--- config.mk ---
export PLATFORM = sky130hd
export DESIGN_NAME = gcd_seq
export DESIGN_NICKNAME = d
export VERILOG_FILES = /design/src/rtl/gcd_seq.sv
export SDC_FILE = /design/constraint.sdc
export NUM_CORES = 1
export LEC_CHECK = 0
export CAP_MARGIN = 20
export CORE_UTILIZATION = 52
export CTS_CLUSTER_SIZE = 10
export DETAILED_ROUTE_END_ITERATION = 6
export HOLD_SLACK_MARGIN = 0.08
export PLACE_DENSITY_LB_ADDON = 0.15
export SYNTH_ARGS = -nofsm -noshare
export SYNTH_HDL_FRONTEND = slang
export SYNTH_SLANG_ARGS = --single-unit
export TNS_END_PERCENT = 1
--- constraint.sdc ---
create_clock -name clk -period 4.91 [get_ports clk]
set_input_delay 0.982 -clock clk [delete_from_list [all_inputs] [get_ports clk]]
set_output_delay 0.982 -clock clk [all_outputs]
set_load 0.01 [all_outputs]
--- src/rtl/gcd_seq.sv ---
// ---------------------------------------------------------------------------
// gcd_seq
//   Upstream sequencer for a subtractive gcd_rtl core. Takes one operand pair
//   at a time over a valid/ready handshake, loads it into the core (start=0),
//   lets the core run (start=1) until it raises rdy, and hands the result
//   downstream over a valid/ready handshake. Operands with their MSB set are
//   rejected without running the core. A watchdog aborts a job whose run
//   phase lasts TimeoutCyc cycles.
//
// Ports
//   clk, rst            clock and synchronous active-high reset
//   in_valid/in_ready   operand handshake (in_ready high only while idle)
//   in_x, in_y          operands, unsigned, MSB must be 0
//   out_valid/out_ready result handshake; result held while stalled
//   out_gcd, out_err    result (0 on error) and error flag
//   core_xi/yi/start/rst  drive the gcd_rtl core
//   core_rdy, core_xo     status and result from the gcd_rtl core
//   busy                high whenever a job is in flight or waiting to drain
//   job_cnt             completed jobs (ok and error), wraps
//
// Every output is a flop. The next value of each is derived from the next
// state, so nothing from in_* or core_rdy reaches an output in the same cycle.
// ---------------------------------------------------------------------------
module gcd_seq #(
    parameter int unsigned NBits      = 8,
    parameter int unsigned TimeoutCyc = 300,
    parameter int unsigned CntW       = 16
) (
    input  logic             clk,
    input  logic             rst,
    input  logic             in_valid,
    input  logic [NBits-1:0] in_x,
    input  logic [NBits-1:0] in_y,
    output logic             in_ready,
    output logic             out_valid,
    output logic [NBits-1:0] out_gcd,
    output logic             out_err,
    input  logic             out_ready,
    output logic [NBits-1:0] core_xi,
    output logic [NBits-1:0] core_yi,
    output logic             core_start,
    output logic             core_rst,
    input  logic             core_rdy,
    input  logic [NBits-1:0] core_xo,
    output logic             busy,
    output logic [CntW-1:0]  job_cnt
);

    // Last watchdog count value allowed in RUN before the job is aborted.
    localparam logic [CntW-1:0] TIMEOUT_LAST = CntW'(TimeoutCyc - 1);

    typedef enum logic [1:0] {
        IDLE = 2'd0,
        LOAD = 2'd1,
        RUN  = 2'd2,
        DONE = 2'd3
    } state_t;

    state_t           state_reg,      state_next;
    logic [NBits-1:0] op_x_reg,       op_x_next;
    logic [NBits-1:0] op_y_reg,       op_y_next;
    logic [CntW-1:0]  cnt_reg,        cnt_next;
    logic [NBits-1:0] out_gcd_reg,    out_gcd_next;
    logic             out_err_reg,    out_err_next;
    logic [CntW-1:0]  job_cnt_reg,    job_cnt_next;
    logic             out_valid_reg,  out_valid_next;
    logic             in_ready_reg,   in_ready_next;
    logic             busy_reg,       busy_next;
    logic             core_start_reg, core_start_next;
    logic             core_rst_reg,   core_rst_next;

    always_ff @(posedge clk) begin
        if (rst) begin
            state_reg      <= IDLE;
            op_x_reg       <= '0;
            op_y_reg       <= '0;
            cnt_reg        <= '0;
            out_gcd_reg    <= '0;
            out_err_reg    <= 1'b0;
            job_cnt_reg    <= '0;
            out_valid_reg  <= 1'b0;
            in_ready_reg   <= 1'b1;
            busy_reg       <= 1'b0;
            core_start_reg <= 1'b0;
            core_rst_reg   <= 1'b1;
        end else begin
            state_reg      <= state_next;
            op_x_reg       <= op_x_next;
            op_y_reg       <= op_y_next;
            cnt_reg        <= cnt_next;
            out_gcd_reg    <= out_gcd_next;
            out_err_reg    <= out_err_next;
            job_cnt_reg    <= job_cnt_next;
            out_valid_reg  <= out_valid_next;
            in_ready_reg   <= in_ready_next;
            busy_reg       <= busy_next;
            core_start_reg <= core_start_next;
            core_rst_reg   <= core_rst_next;
        end
    end

    always_comb begin
        state_next   = state_reg;
        op_x_next    = op_x_reg;
        op_y_next    = op_y_reg;
        cnt_next     = cnt_reg;
        out_gcd_next = out_gcd_reg;
        out_err_next = out_err_reg;
        job_cnt_next = job_cnt_reg;

        unique case (state_reg)
            IDLE: begin
                // in_ready is high exactly in IDLE, so in_valid alone is the handshake.
                if (in_valid) begin
                    op_x_next = in_x;
                    op_y_next = in_y;
                    if (in_x[NBits-1] || in_y[NBits-1]) begin
                        // The core would see a negative operand: skip it entirely.
                        state_next   = DONE;
                        out_gcd_next = '0;
                        out_err_next = 1'b1;
                    end else begin
                        state_next = LOAD;
                    end
                end
            end
            LOAD: begin
                state_next = RUN;
                cnt_next   = '0;
            end
            RUN: begin
                // rdy is checked first so a result on the last allowed cycle is kept.
                if (core_rdy) begin
                    state_next   = DONE;
                    out_gcd_next = core_xo;
                    out_err_next = 1'b0;
                end else if (cnt_reg == TIMEOUT_LAST) begin
                    state_next   = DONE;
                    out_gcd_next = '0;
                    out_err_next = 1'b1;
                end else begin
                    cnt_next = cnt_reg + 1'b1;
                end
            end
            DONE: begin
                if (out_ready) begin
                    state_next   = IDLE;
                    job_cnt_next = job_cnt_reg + 1'b1;
                end
            end
            default: state_next = IDLE;
        endcase

        // Registered outputs follow the state being entered.
        out_valid_next  = (state_next == DONE);
        in_ready_next   = (state_next == IDLE);
        busy_next       = (state_next != IDLE);
        core_start_next = (state_next == RUN);
        // Core held in reset while idle or draining, which also drops its rdy.
        core_rst_next   = (state_next == IDLE) || (state_next == DONE);
    end

    assign in_ready   = in_ready_reg;
    assign out_valid  = out_valid_reg;
    assign out_gcd    = out_gcd_reg;
    assign out_err    = out_err_reg;
    assign core_xi    = op_x_reg;
    assign core_yi    = op_y_reg;
    assign core_start = core_start_reg;
    assign core_rst   = core_rst_reg;
    assign busy       = busy_reg;
    assign job_cnt    = job_cnt_reg;

endmodule
==> results.txt <==
HP Class = reg -> reg
post-CTS setup buffers = 0
largest net degree at the start of global routing = 61
final wirelength = 6800 µm
R2R Path Start = cnt_reg[0]
R2R Setup Slk = 2.11 ns
Setup violations, final = 0
unrepaired setup endpoints after global routing = no
initial antenna violation count = 0
Synth warnings = 0
Num Clock Sinks = 64
Hold Path Origin = core_yi[4]
clock slew at reported path FFs = 0.07 ns
setup TNS = 0 ns
Clock Latency Late Sink = 0.33 ns
htree depth = 3
vias in the first global route = 2593
slowest stage delay, CP = 0.53 ns
share of the yosys chip area belonging to registers = 43.7%
Max Cap Viol = 0
Longest Clk Path Bufs = 2
Synth Register Bits = 64
top cells by area, synth = dfxtp_1 (44%), nand2_1 (7.9%), a21oi_1 (6.0%), o211ai_1 (2.8%), ha_1 (2.6%)
combinational share of power = 12.1%
final setup margin = 2.11 ns
cell taking the most area after synthesis = dfxtp_1
CTS tree = yes
core box area = 0.00527 mm²
Final Hold Fails = 0
EDFF count, synth = 0
CP dominant cell by count = ha_1
CP max FO = 16
detailed-route via count = 2746
DR pass1 iterations = 5
Synth Flop Type = dfxtp_1
sw power = 276 µW
Antenna Nets Post-Route = 0
Ports = 75
met3 WL = 513 µm
Crit path max-delay family = simple AND/OR/NAND/NOR gates
Area after DPL = 0.00365 mm²
Placer Congestion = 0.833
die height = 77.1 µm
CP max-delay cell = and4_1
worst path bufs/invs = 0
post-layout power = 1190 µW
Die W = 77.1 µm
met2 wire length = 3020 µm
Worst Tran Pin Value = 1.04 ns
GRT overflow = 0
fraction of power spent switching nets = 23.2%
cts repair resizes = 0
Finished Cell Area = 0.00386 mm²
Fmax achieved = 357 MHz
slew margin rel. = 30.7%
Site Rows = 26
Final Non-Filler Cells = 483
IO buf count = 74
LEAKAGE = 0.00136 µW
post-synth top area share = 43.7%
Max Slew Vio Count = 0
DP HPWL = 4550 µm
Total GRT Usage = 24.9%
top sig layer = met4
worst hold stages = 2
ratio of cells with drive above 1 in the final layout = 6.78%
hold buffers post-CTS = 0
Area Growth Syn to Fin = 31.6%
worst r2r dst = in_ready
clock network power share = 41.2%
Async S/R FF share, synth = 0%
crit-path cells = ha_1 > and4b_1 > and4_1 > o311ai_0 > and2_1 > ha_1 > or2_2
first-pass GRT wire length = 11800 µm
DR iter-0 viols = 215
Clock Skews = 0.00939 ns
die area = 0.00595 mm²
period utilization = 57.1%
pre-CTS worst setup slack = 1.97 ns
drt drc = 0
power per cell area = 308 mW/mm²
crit path launch type = flip-flop
Mapped Cells = 342
CTS root buf = clkbuf_8
worst path arrival time = 3.02 ns
dpl cells = 467
Worst EP required = 5.13 ns
met1 WL = 3160 µm
Worst Setup End Kind = flip-flop
Syn Nets = 377
R2R cell count = 7
CP Class = reg -> reg
Reg power frac = 46.7%
CTS Buf Count = 9
VDD IR max = 0.000251 V
# diodes = 0
Cell Area, Synth = 0.00293 mm²
Initial Util = 55.7%
Endpoint, Worst Hold = core_yi[4]
status = completed
cell-internal power = 913 µW
post-layout min period = 2.80 ns
Vias/cell = 5.69
Avg WL per Cell = 14.1 µm
nets = 443
Mean Syn Cell Area = 8.58 µm²
Synth cell types = 46
layer usage:
metal	global-route usage (%)	vias to the layer above
met5	0	-
met4	12.1	0
met3	7.02	11
met2	37.4	97
met1	32.7	1273
li1	-	1365
Yosys cell counts (2+ instances only):
master / n
and3_1: 5
nand4_1: 10
nor4b_1: 3
or4_1: 10
mux2i_1: 6
a31oi_1: 2
and4_1: 5
nand2b_1: 3
o21ai_0: 5
a21boi_1: 4
buf_6: 4
ha_1: 6
and2_1: 5
xor2_1: 6
o211ai_1: 11
or2_2: 5
a21oi_1: 35
nor4_1: 2
nor3_1: 3
nor2_1: 16
inv_1: 3
or3_1: 5
nand2_1: 62
o21a_1: 2
xnor2_1: 3
nor2b_1: 4
nand3_1: 15
dfxtp_1: 64
clkbuf_1: 13
o31ai_1: 9
logic make-up (layout without fill, tap and decap cells):
| group | Yosys count | count (layout) | share of synthesized area [%] |
|---|---|---|---|
| flops | 64 | 64 | 43.7 |
| buf+inv | 23 | 94 | 4.35 |
| fa+ha+maj | 6 | 6 | 2.56 |
| simple gates | 162 | 162 | 29.5 |
| xor+xnor | 9 | 9 | 2.69 |
| mux | 6 | 6 | 2.05 |
| compound gates | 72 | 72 | 15.2 |
power groups by stage:
stage | clock network, µW | logic [µW] | registers [µW]
finish | 490 | 144 | 555
global route | 523 | 160 | 558
CTS | 497 | 145 | 555
detailed placement | 0 | 144 | 566
global placement | 0 | 142 | 566
floorplan | 0 | 68.3 | 570
metrics by stage:
step	utilization (%)	hold slack (ns)
finish	73.3	0.458
global route	73.3	0.476
CTS	73.3	0.459
detailed placement	69.2	0.449
global placement	69.2	0.441
floorplan	-	0.451
worst max-delay path by stage:
stage	start	end	cells after the start
after global placement	core_rdy	cnt_reg[13]	5
after floorplan	cnt_reg[0]	core_rst	9
after CTS	cnt_reg[0]	in_ready	7
final	cnt_reg[0]	in_ready	7
after global routing	cnt_reg[0]	in_ready	7
after detailed placement	out_ready	job_cnt[15]	5
worst reg2reg max path, stage by stage (launching register included):
cell      delay (ns)
dfxtp_1         0.49
ha_1            0.39
and4b_1         0.26
and4_1          0.53
o311ai_0        0.29
and2_1          0.28
ha_1            0.20
or2_2           0.26
placed cells by master, fill, tap and decap left out, types with 3 or more instances in the layout:
cell type and n:
a21oi_1 35, clkbuf_1 3, a21boi_1 4, o21ai_0 5, nor3_1 3, and2_1 5, mux2i_1 6, and3_1 5
nand3_1 15, nand2_1 62, or4_1 10, and4_1 5, nand4_1 10, or2_2 5, nor4b_1 3, nor2b_1 4
xor2_1 6, or3_1 5, inv_1 3, ha_1 6, o31ai_1 9, nand2b_1 3, xnor2_1 3, dfxtp_1 64
o211ai_1 11, clkbuf_8 10, nor2_1 16, clkdlybuf4s50_1 73
final cells by class:
cell class	count	area, µm²
clock buffer	13	149
clock inverter	3	65.1
fill	430	1410
inverter	3	11.3
multi-input combinational	255	1530
sequential	64	1280
tap	70	87.6
timing repair buffer	75	743
(Power assumes the default switching activity.)
